==> src/rtl/hms_sync_ctrl.sv <==
// rtl/hms_sync_ctrl.sv - synchronous mode/position sequencer and count-enable generator for the hr/min/sec counter bank
//
// Replaces a gated-clock counter scheme: every counter event is a single-cycle
// enable in the clk domain. Owns the 1 Hz prescaler, the debounce sample
// prescaler, per-button sync + debounce, the CLOCK/SETUP mode FSM, the setup
// position select and the setup blink generator.
//
// Ports
//   clk            system clock
//   rst_n          asynchronous active-low reset
//   i_sw0          mode button, active-low, asynchronous
//   i_sw1          position button, active-low, asynchronous
//   i_sw2          increment button, active-low, asynchronous
//   i_sec_at_max   sec counter equals 59
//   i_min_at_max   min counter equals 59
//   o_sec_en       one-cycle increment enable, sec counter
//   o_min_en       one-cycle increment enable, min counter
//   o_hr_en        one-cycle increment enable, hr counter
//   o_mode         0 = CLOCK, 1 = SETUP
//   o_position     00 = SEC, 01 = MIN, 10 = HR
//   o_blink        2 Hz square wave in SETUP, 0 in CLOCK

module hms_sync_ctrl #(
    parameter int CLK_HZ      = 50000000,
    parameter int SAMPLE_DIV  = 500000,
    parameter int DEB_SAMPLES = 3
) (
    input  logic       clk,
    input  logic       rst_n,
    input  logic       i_sw0,
    input  logic       i_sw1,
    input  logic       i_sw2,
    input  logic       i_sec_at_max,
    input  logic       i_min_at_max,
    output logic       o_sec_en,
    output logic       o_min_en,
    output logic       o_hr_en,
    output logic       o_mode,
    output logic [1:0] o_position,
    output logic       o_blink
);

    localparam int SEC_W      = (CLK_HZ > 1) ? $clog2(CLK_HZ) : 1;
    localparam int SMP_W      = (SAMPLE_DIV > 1) ? $clog2(SAMPLE_DIV) : 1;
    localparam int BLINK_HALF = (CLK_HZ / 4 >= 1) ? (CLK_HZ / 4) : 1;
    localparam int BLK_W      = (BLINK_HALF > 1) ? $clog2(BLINK_HALF) : 1;

    localparam logic [SEC_W-1:0] SEC_MAX = SEC_W'(CLK_HZ - 1);
    localparam logic [SMP_W-1:0] SMP_MAX = SMP_W'(SAMPLE_DIV - 1);
    localparam logic [BLK_W-1:0] BLK_MAX = BLK_W'(BLINK_HALF - 1);

    typedef enum logic {
        MODE_CLOCK = 1'b0,
        MODE_SETUP = 1'b1
    } mode_e;

    typedef enum logic [1:0] {
        POS_SEC = 2'b00,
        POS_MIN = 2'b01,
        POS_HR  = 2'b10
    } pos_e;

    // Button index: 0 = mode, 1 = position, 2 = increment.
    localparam int BTN_MODE = 0;
    localparam int BTN_POS  = 1;
    localparam int BTN_INC  = 2;

    logic [2:0] sw_raw;
    assign sw_raw = {i_sw2, i_sw1, i_sw0};

    // ------------------------------------------------------------------
    // Two-flop synchronisers (idle level is 1, buttons are active-low)
    // ------------------------------------------------------------------
    logic [2:0] sync1_q;
    logic [2:0] sync2_q;

    always_ff @(posedge clk or negedge rst_n) begin
        if (!rst_n) begin
            sync1_q <= '1;
            sync2_q <= '1;
        end else begin
            sync1_q <= sw_raw;
            sync2_q <= sync1_q;
        end
    end

    // ------------------------------------------------------------------
    // Debounce sample prescaler
    // ------------------------------------------------------------------
    logic [SMP_W-1:0] smp_cnt_q;
    logic [SMP_W-1:0] smp_cnt_d;
    logic             smp_stb;

    assign smp_stb   = (smp_cnt_q == SMP_MAX);
    assign smp_cnt_d = smp_stb ? '0 : smp_cnt_q + SMP_W'(1);

    always_ff @(posedge clk or negedge rst_n) begin
        if (!rst_n) begin
            smp_cnt_q <= '0;
        end else begin
            smp_cnt_q <= smp_cnt_d;
        end
    end

    // ------------------------------------------------------------------
    // Debounce: history shift on each sample strobe; the debounced state
    // (1 = pressed) only changes when the whole history agrees.
    // ------------------------------------------------------------------
    logic [2:0][DEB_SAMPLES-1:0] hist_q;
    logic [2:0][DEB_SAMPLES-1:0] hist_d;
    logic [2:0]                  deb_q;
    logic [2:0]                  deb_d;
    logic [2:0]                  deb_prev_q;
    logic [2:0]                  press;

    always_comb begin
        hist_d = hist_q;
        deb_d  = deb_q;
        for (int b = 0; b < 3; b++) begin
            if (smp_stb) begin
                hist_d[b] = {hist_q[b][DEB_SAMPLES-2:0], sync2_q[b]};
            end
            if (hist_q[b] == '0) begin
                deb_d[b] = 1'b1;
            end else if (hist_q[b] == '1) begin
                deb_d[b] = 1'b0;
            end
        end
    end

    always_ff @(posedge clk or negedge rst_n) begin
        if (!rst_n) begin
            hist_q     <= '1;
            deb_q      <= '0;
            deb_prev_q <= '0;
        end else begin
            hist_q     <= hist_d;
            deb_q      <= deb_d;
            deb_prev_q <= deb_q;
        end
    end

    // High for exactly the one cycle after the debounced state goes pressed.
    assign press = deb_q & ~deb_prev_q;

    // ------------------------------------------------------------------
    // Mode / position FSM
    // ------------------------------------------------------------------
    mode_e mode_q;
    mode_e mode_d;
    pos_e  pos_q;
    pos_e  pos_d;

    always_comb begin
        mode_d = mode_q;
        pos_d  = pos_q;
        case (mode_q)
            MODE_CLOCK: begin
                if (press[BTN_MODE]) begin
                    mode_d = MODE_SETUP;
                    pos_d  = POS_SEC;
                end
            end
            MODE_SETUP: begin
                if (press[BTN_POS]) begin
                    case (pos_q)
                        POS_SEC: pos_d = POS_MIN;
                        POS_MIN: pos_d = POS_HR;
                        default: pos_d = POS_SEC;
                    endcase
                end
                if (press[BTN_MODE]) begin
                    mode_d = MODE_CLOCK;
                end
            end
            default: begin
                mode_d = MODE_CLOCK;
            end
        endcase
    end

    always_ff @(posedge clk or negedge rst_n) begin
        if (!rst_n) begin
            mode_q <= MODE_CLOCK;
            pos_q  <= POS_SEC;
        end else begin
            mode_q <= mode_d;
            pos_q  <= pos_d;
        end
    end

    // ------------------------------------------------------------------
    // 1 Hz prescaler. Held at 0 in SETUP so the first tick after leaving
    // SETUP lands a full second later. The tick itself is registered, so
    // it is visible in the cycle after the count hits CLK_HZ-1.
    // ------------------------------------------------------------------
    logic [SEC_W-1:0] sec_cnt_q;
    logic [SEC_W-1:0] sec_cnt_d;
    logic             sec_tick_q;
    logic             sec_tick_d;

    always_comb begin
        sec_cnt_d  = '0;
        sec_tick_d = 1'b0;
        if (mode_q == MODE_CLOCK) begin
            if (sec_cnt_q == SEC_MAX) begin
                sec_tick_d = 1'b1;
            end else begin
                sec_cnt_d = sec_cnt_q + SEC_W'(1);
            end
        end
    end

    always_ff @(posedge clk or negedge rst_n) begin
        if (!rst_n) begin
            sec_cnt_q  <= '0;
            sec_tick_q <= 1'b0;
        end else begin
            sec_cnt_q  <= sec_cnt_d;
            sec_tick_q <= sec_tick_d;
        end
    end

    // ------------------------------------------------------------------
    // Blink generator: half-period CLK_HZ/4 cycles, cleared in CLOCK.
    // ------------------------------------------------------------------
    logic [BLK_W-1:0] blk_cnt_q;
    logic [BLK_W-1:0] blk_cnt_d;
    logic             blink_q;
    logic             blink_d;

    always_comb begin
        blk_cnt_d = '0;
        blink_d   = 1'b0;
        if (mode_q == MODE_SETUP) begin
            blink_d = blink_q;
            if (blk_cnt_q == BLK_MAX) begin
                blink_d = ~blink_q;
            end else begin
                blk_cnt_d = blk_cnt_q + BLK_W'(1);
            end
        end
    end

    always_ff @(posedge clk or negedge rst_n) begin
        if (!rst_n) begin
            blk_cnt_q <= '0;
            blink_q   <= 1'b0;
        end else begin
            blk_cnt_q <= blk_cnt_d;
            blink_q   <= blink_d;
        end
    end

    // ------------------------------------------------------------------
    // Count enables. Everything here is decoded from registered state, so
    // every output is 0 while reset is asserted and in the release cycle.
    // All button pulses share one sample phase, so a CLOCK tick and a SETUP
    // increment can never land in adjacent cycles.
    // ------------------------------------------------------------------
    always_comb begin
        o_sec_en = 1'b0;
        o_min_en = 1'b0;
        o_hr_en  = 1'b0;
        if (mode_q == MODE_CLOCK) begin
            o_sec_en = sec_tick_q;
            o_min_en = sec_tick_q & i_sec_at_max;
            o_hr_en  = sec_tick_q & i_sec_at_max & i_min_at_max;
        end else if (press[BTN_INC]) begin
            case (pos_q)
                POS_SEC: o_sec_en = 1'b1;
                POS_MIN: o_min_en = 1'b1;
                POS_HR:  o_hr_en  = 1'b1;
                default: o_sec_en = 1'b0;
            endcase
        end
    end

    assign o_mode     = mode_q;
    assign o_position = pos_q;
    assign o_blink    = blink_q & (mode_q == MODE_SETUP);

endmodule

==> config.mk <==
export PLATFORM = sky130hd
export DESIGN_NAME = hms_sync_ctrl
export DESIGN_NICKNAME = d
export VERILOG_FILES = /design/src/rtl/hms_sync_ctrl.sv
export SDC_FILE = /design/constraint.sdc
export NUM_CORES = 1
export LEC_CHECK = 0
export CAP_MARGIN = 20
export CORE_MARGIN = 3
export CORE_UTILIZATION = 40
export DETAILED_ROUTE_END_ITERATION = 12
export GPL_ROUTABILITY_DRIVEN = 1
export MAX_ROUTING_LAYER = met4
export PLACE_DENSITY = 0.61
export SYNTH_ARGS = -nofsm -noshare
export SYNTH_HDL_FRONTEND = slang
export SYNTH_SLANG_ARGS = --single-unit
export TNS_END_PERCENT = 10
==> constraint.sdc <==
create_clock -name clk -period 6.5 [get_ports clk]
set_input_delay 1.95 -clock clk [delete_from_list [all_inputs] [get_ports clk]]
set_output_delay 1.95 -clock clk [all_outputs]
set_load 0.02 [all_outputs]
==> metrics.log <==
INFO  metric sw_frac_of_total = between 20 and 25%
INFO  metric total_negative_slack = 0 ps
INFO  metric seq_area_frac_synth = between 50% and 60%
INFO  metric area_of_the_die = 12,400 um2
INFO  metric p_int = 0.749 mW
INFO  metric synthDominantAreaCellType = sky130_fd_sc_hd__dfrtp_1
INFO  metric timing_worst_slew_pin_value = between 1000 and 1500 ps
INFO  metric worst-endpoint-required = 4550 ps
INFO  metric die_width = 111 um
INFO  metric number_of_synthesized_flops_with_an_enable_pin = 0
INFO  metric dominantRegCellSynth = sky130_fd_sc_hd__dfrtp_1
INFO  metric cts.sink_count = 95
INFO  metric cts_repair_resize_count = 0
INFO  metric number_of_antenna_violations_at_the_first_check_in_global_routing = 0
INFO  metric htreeDepth = 3
INFO  metric flops_latches_synth = 95
INFO  metric timing.max_cap.violations = 0
INFO  metric grt_remaining_overflow = 0
INFO  metric grt_start_max_net_pins = 59
INFO  metric route.detailed.wl_per_inst = 13.5 um
INFO  metric finalWorstSetupSlack = 1290 ps
INFO  metric finalHoldViolCount = 0
INFO  metric detailedRoute.firstPassIterationCount = 4
INFO  metric synth_top_cell_area_share = 45.2%
INFO  metric fin_nets = roughly 460
INFO  metric worst_r2r_endpoint = sec_cnt_q[10]$_DFF_PN0_
INFO  metric critPathSlowestCell = sky130_fd_sc_hd__clkdlybuf4s50_1
INFO  metric rows = 37
INFO  metric layout.cell_area.non_filler = 4880 um2
INFO  metric drc_errors = 0
INFO  metric synthesis.instances = 428
INFO  metric critical_path.max_fanout = 2
INFO  metric power.density = 203 nW/um2
INFO  metric min_from = sync1_q[1]$_DFF_PN1_
INFO  metric design.portCount = 14
INFO  metric clk_pin_slew_worst_paths = between 100 and 150 ps
INFO  metric total_of_warnings_raised_by_yosys = 0
INFO  metric vias_in_the_first_global_route = 3,139
INFO  metric drive_gt1_share = between 10 and 15%
INFO  metric max_slew_margin = between 30% and 40%
INFO  metric grt_first_pass_wirelength = roughly 14,000 um
INFO  metric total_placed_instance_area = approximately 4700 um2
INFO  metric final-max-slew-violation-count = 0
INFO  metric post-cts-setup-buffer-count = 0
INFO  metric yosys-top-cells-area = sky130_fd_sc_hd__dfrtp_1, sky130_fd_sc_hd__dfstp_2, sky130_fd_sc_hd__xnor2_1
INFO  metric drtAntennaViolNets = 0
INFO  metric min_path_type = register to register
INFO  metric root_buffer = sky130_fd_sc_hd__clkbuf_8
INFO  metric port_buffers = 13
INFO  metric synthesis.nets = 438
INFO  metric ys_types = 43
INFO  metric crit_type = input pin to output port
INFO  metric rsz0062_at_grt = no
INFO  metric die_height = roughly 110 um
INFO  metric critPathMaxStageDelay = 630 ps
INFO  metric final_period_minus_worst_setup_slack = between 5000 and 6000 ps
INFO  metric crit_chain = clkdlybuf4s50_1 > nand3_1 > o21ai_0 > clkdlybuf4s50_1
INFO  metric arrival_time_worst_endpoint = 3260 ps
INFO  metric cts_hold_repair.buffers = 0
INFO  metric skew = 10.1 ps
INFO  metric hold-path-cell-count = 0
INFO  metric area_growth = 10.3%
INFO  metric clock_tree.buffer_depth = 2
INFO  metric ys_async_sr_fraction = 100%
INFO  metric drtIter0Drc = 146
INFO  metric min_period_over_period = 80.2%
INFO  metric hpwl_after_detailed_placement = 5410 um
INFO  metric achievable-frequency = 0.192 GHz
INFO  metric coreArea = approximately 11,000 um2
INFO  metric power.sequential.fraction = approximately three fifths
INFO  metric power.share.clock = about two fifths
INFO  metric tritoncts_clock_tree = done
INFO  metric p_leak = approximately 1.9 nW
INFO  metric r2r_start = sec_cnt_q[0]$_DFF_PN0_
INFO  metric gp_congestion = 0.747
INFO  metric detailroute.via_count = 3,171
INFO  metric postSynthAreaPerCell = roughly 10 um2
INFO  metric clk_latency = 380 ps
INFO  metric start_util = 42.0%
INFO  metric peakVddDrop = 200 uV
INFO  metric grt.total_usage = ~14%
INFO  metric detail_route.wirelength = 7920 um
INFO  metric critPathMostFrequentCell = sky130_fd_sc_hd__clkdlybuf4s50_1
INFO  metric worst_hold_path.endpoint = sync2_q[1]$_DFF_PN1_
INFO  metric critical_path.startpoint_type = input pin
INFO  metric pre_cts_ws = 1270 ps
INFO  metric comb_power_share = 1.5%
INFO  metric diodes = 0
INFO  metric via_to_cell_ratio = 5.41
INFO  metric reg2reg_depth = 5
INFO  metric crit_path_end_kind = output port
INFO  metric finalSetupViolations = 0
INFO  metric post_synth_instance_area = 4430 um2
INFO  metric outcome = finished clean
INFO  metric numCtsBuffers = 9
INFO  metric timing.reg2reg.setup_slack = roughly 3900 ps
INFO  metric switchingPower = 0.242 mW
[worst max-delay path, delay by kind of cell]
kind	cells	cell delay, ps
buffers and inverters	2	1100
AO/OA/AOI/OAI	1	150
AND/OR/NAND/NOR	1	70
[metrics by stage]
| step | cells | hold slack [ps] | total power, mW | utilization, % |
|---|---|---|---|---|
| 2_1_floorplan | 428 | 345 | 0.606 | - |
| 3_3_place_gp | 570 | 347 | 0.622 | 44.5 |
| 3_5_place_dp | 570 | 348 | 0.622 | 44.5 |
| 4_1_cts | 586 | 364 | 1.01 | 46.3 |
| 5_1_grt | 586 | 366 | 1.04 | 46.3 |
| 6_report | 586 | 363 | 0.992 | 46.3 |
[power by group through the flow]
stage | Combinational [mW] | Sequential (mW) | Clock, mW
CTS | 0.0162 | 0.595 | 0.400
finish | 0.0149 | 0.595 | 0.382
detailed placement | 0.0160 | 0.606 | 0
floorplan | 0.0000298 | 0.606 | 0
global route | 0.0175 | 0.595 | 0.424
global placement | 0.0157 | 0.606 | 0
[logic make-up (layout without fill, tap and decap cells)]
group	Yosys count	in the layout	synth area share [%]
simple gates	190	190	23.5
flops	95	95	54.1
compound gates	69	69	9.35
xor+xnor	35	35	6.92
buf+inv	25	47	2.57
mux	11	11	2.74
fa+ha+maj	3	3	0.848
[layer usage]
layer,share of wire (%),GRT usage (%)
met1,48,18.3
met2,48,22.3
met3,3.0,4.64
met4,0.58,3.65
met5,0,-
[how the worst max path moves through the flow]
stage / startpoint / to / slack, ps / depth (start not counted)
global placement: i_sec_at_max / o_hr_en / 1290 / 4
global route: i_sec_at_max / o_hr_en / 1210 / 4
CTS: i_sec_at_max / o_hr_en / 1270 / 4
finish: i_sec_at_max / o_hr_en / 1290 / 4
detailed placement: i_sec_at_max / o_hr_en / 1270 / 4
floorplan: i_min_at_max / o_hr_en / 2060 / 2
[synthesized netlist by cell type, types with 2 or more instances]
library cell               count
sky130_fd_sc_hd__xnor2_1      23
sky130_fd_sc_hd__o21ai_0      18
sky130_fd_sc_hd__nor4b_1       3
sky130_fd_sc_hd__or4_1        15
sky130_fd_sc_hd__xor2_1       12
sky130_fd_sc_hd__nand3_1      25
sky130_fd_sc_hd__nor2_1       44
sky130_fd_sc_hd__mux2i_1       2
sky130_fd_sc_hd__clkbuf_1      4
sky130_fd_sc_hd__or3_1        14
sky130_fd_sc_hd__o31ai_1      12
sky130_fd_sc_hd__a21oi_1      31
sky130_fd_sc_hd__and2_1        3
sky130_fd_sc_hd__and3_1        5
sky130_fd_sc_hd__nor3b_1       2
sky130_fd_sc_hd__nand4_1      15
sky130_fd_sc_hd__dfstp_2      15
sky130_fd_sc_hd__inv_1        15
sky130_fd_sc_hd__ha_1          3
sky130_fd_sc_hd__and4_1        9
sky130_fd_sc_hd__a31o_2        3
sky130_fd_sc_hd__nor3_1        8
sky130_fd_sc_hd__clkbuf_2      2
sky130_fd_sc_hd__nand2b_1      3
sky130_fd_sc_hd__mux2_2        9
sky130_fd_sc_hd__dfrtp_1      80
sky130_fd_sc_hd__nand2_1      32
sky130_fd_sc_hd__nor4_1        4
sky130_fd_sc_hd__buf_6         2
sky130_fd_sc_hd__buf_2         2
[sequential cells by signal (all words and copies together) (netlist names), 3 cells and up]
| register | count |
|---|---|
| deb_q | 3 |
| hist_q | 9 |
| smp_cnt_q | 19 |
| sec_cnt_q | 26 |
| sync1_q | 3 |
| sync2_q | 3 |
| deb_prev_q | 3 |
| blk_cnt_q | 24 |
[cells in the final DEF, fill, tap and decap left out, types with 14 or more instances in the layout]
cell type	count
sky130_fd_sc_hd__dfrtp_1	80
sky130_fd_sc_hd__nor2_1	44
sky130_fd_sc_hd__nand2_1	32
sky130_fd_sc_hd__a21oi_1	31
sky130_fd_sc_hd__nand3_1	25
sky130_fd_sc_hd__xnor2_1	23
sky130_fd_sc_hd__o21ai_0	17
sky130_fd_sc_hd__or4_1	15
sky130_fd_sc_hd__nand4_1	15
sky130_fd_sc_hd__inv_1	15
sky130_fd_sc_hd__dfstp_2	15
sky130_fd_sc_hd__or3_1	14
[area by class of cell]
cell class | instances | area [um2]
sequential | 95 | 2400
fill | 986 | 5670
tap | 136 | 170
timing repair buffer | 16 | 150
inverter | 15 | 56.3
clock buffer | 9 | 124
multi-input combinational | 308 | 1920
clock inverter | 7 | 68.8
Power figures use the tool's default switching activity.
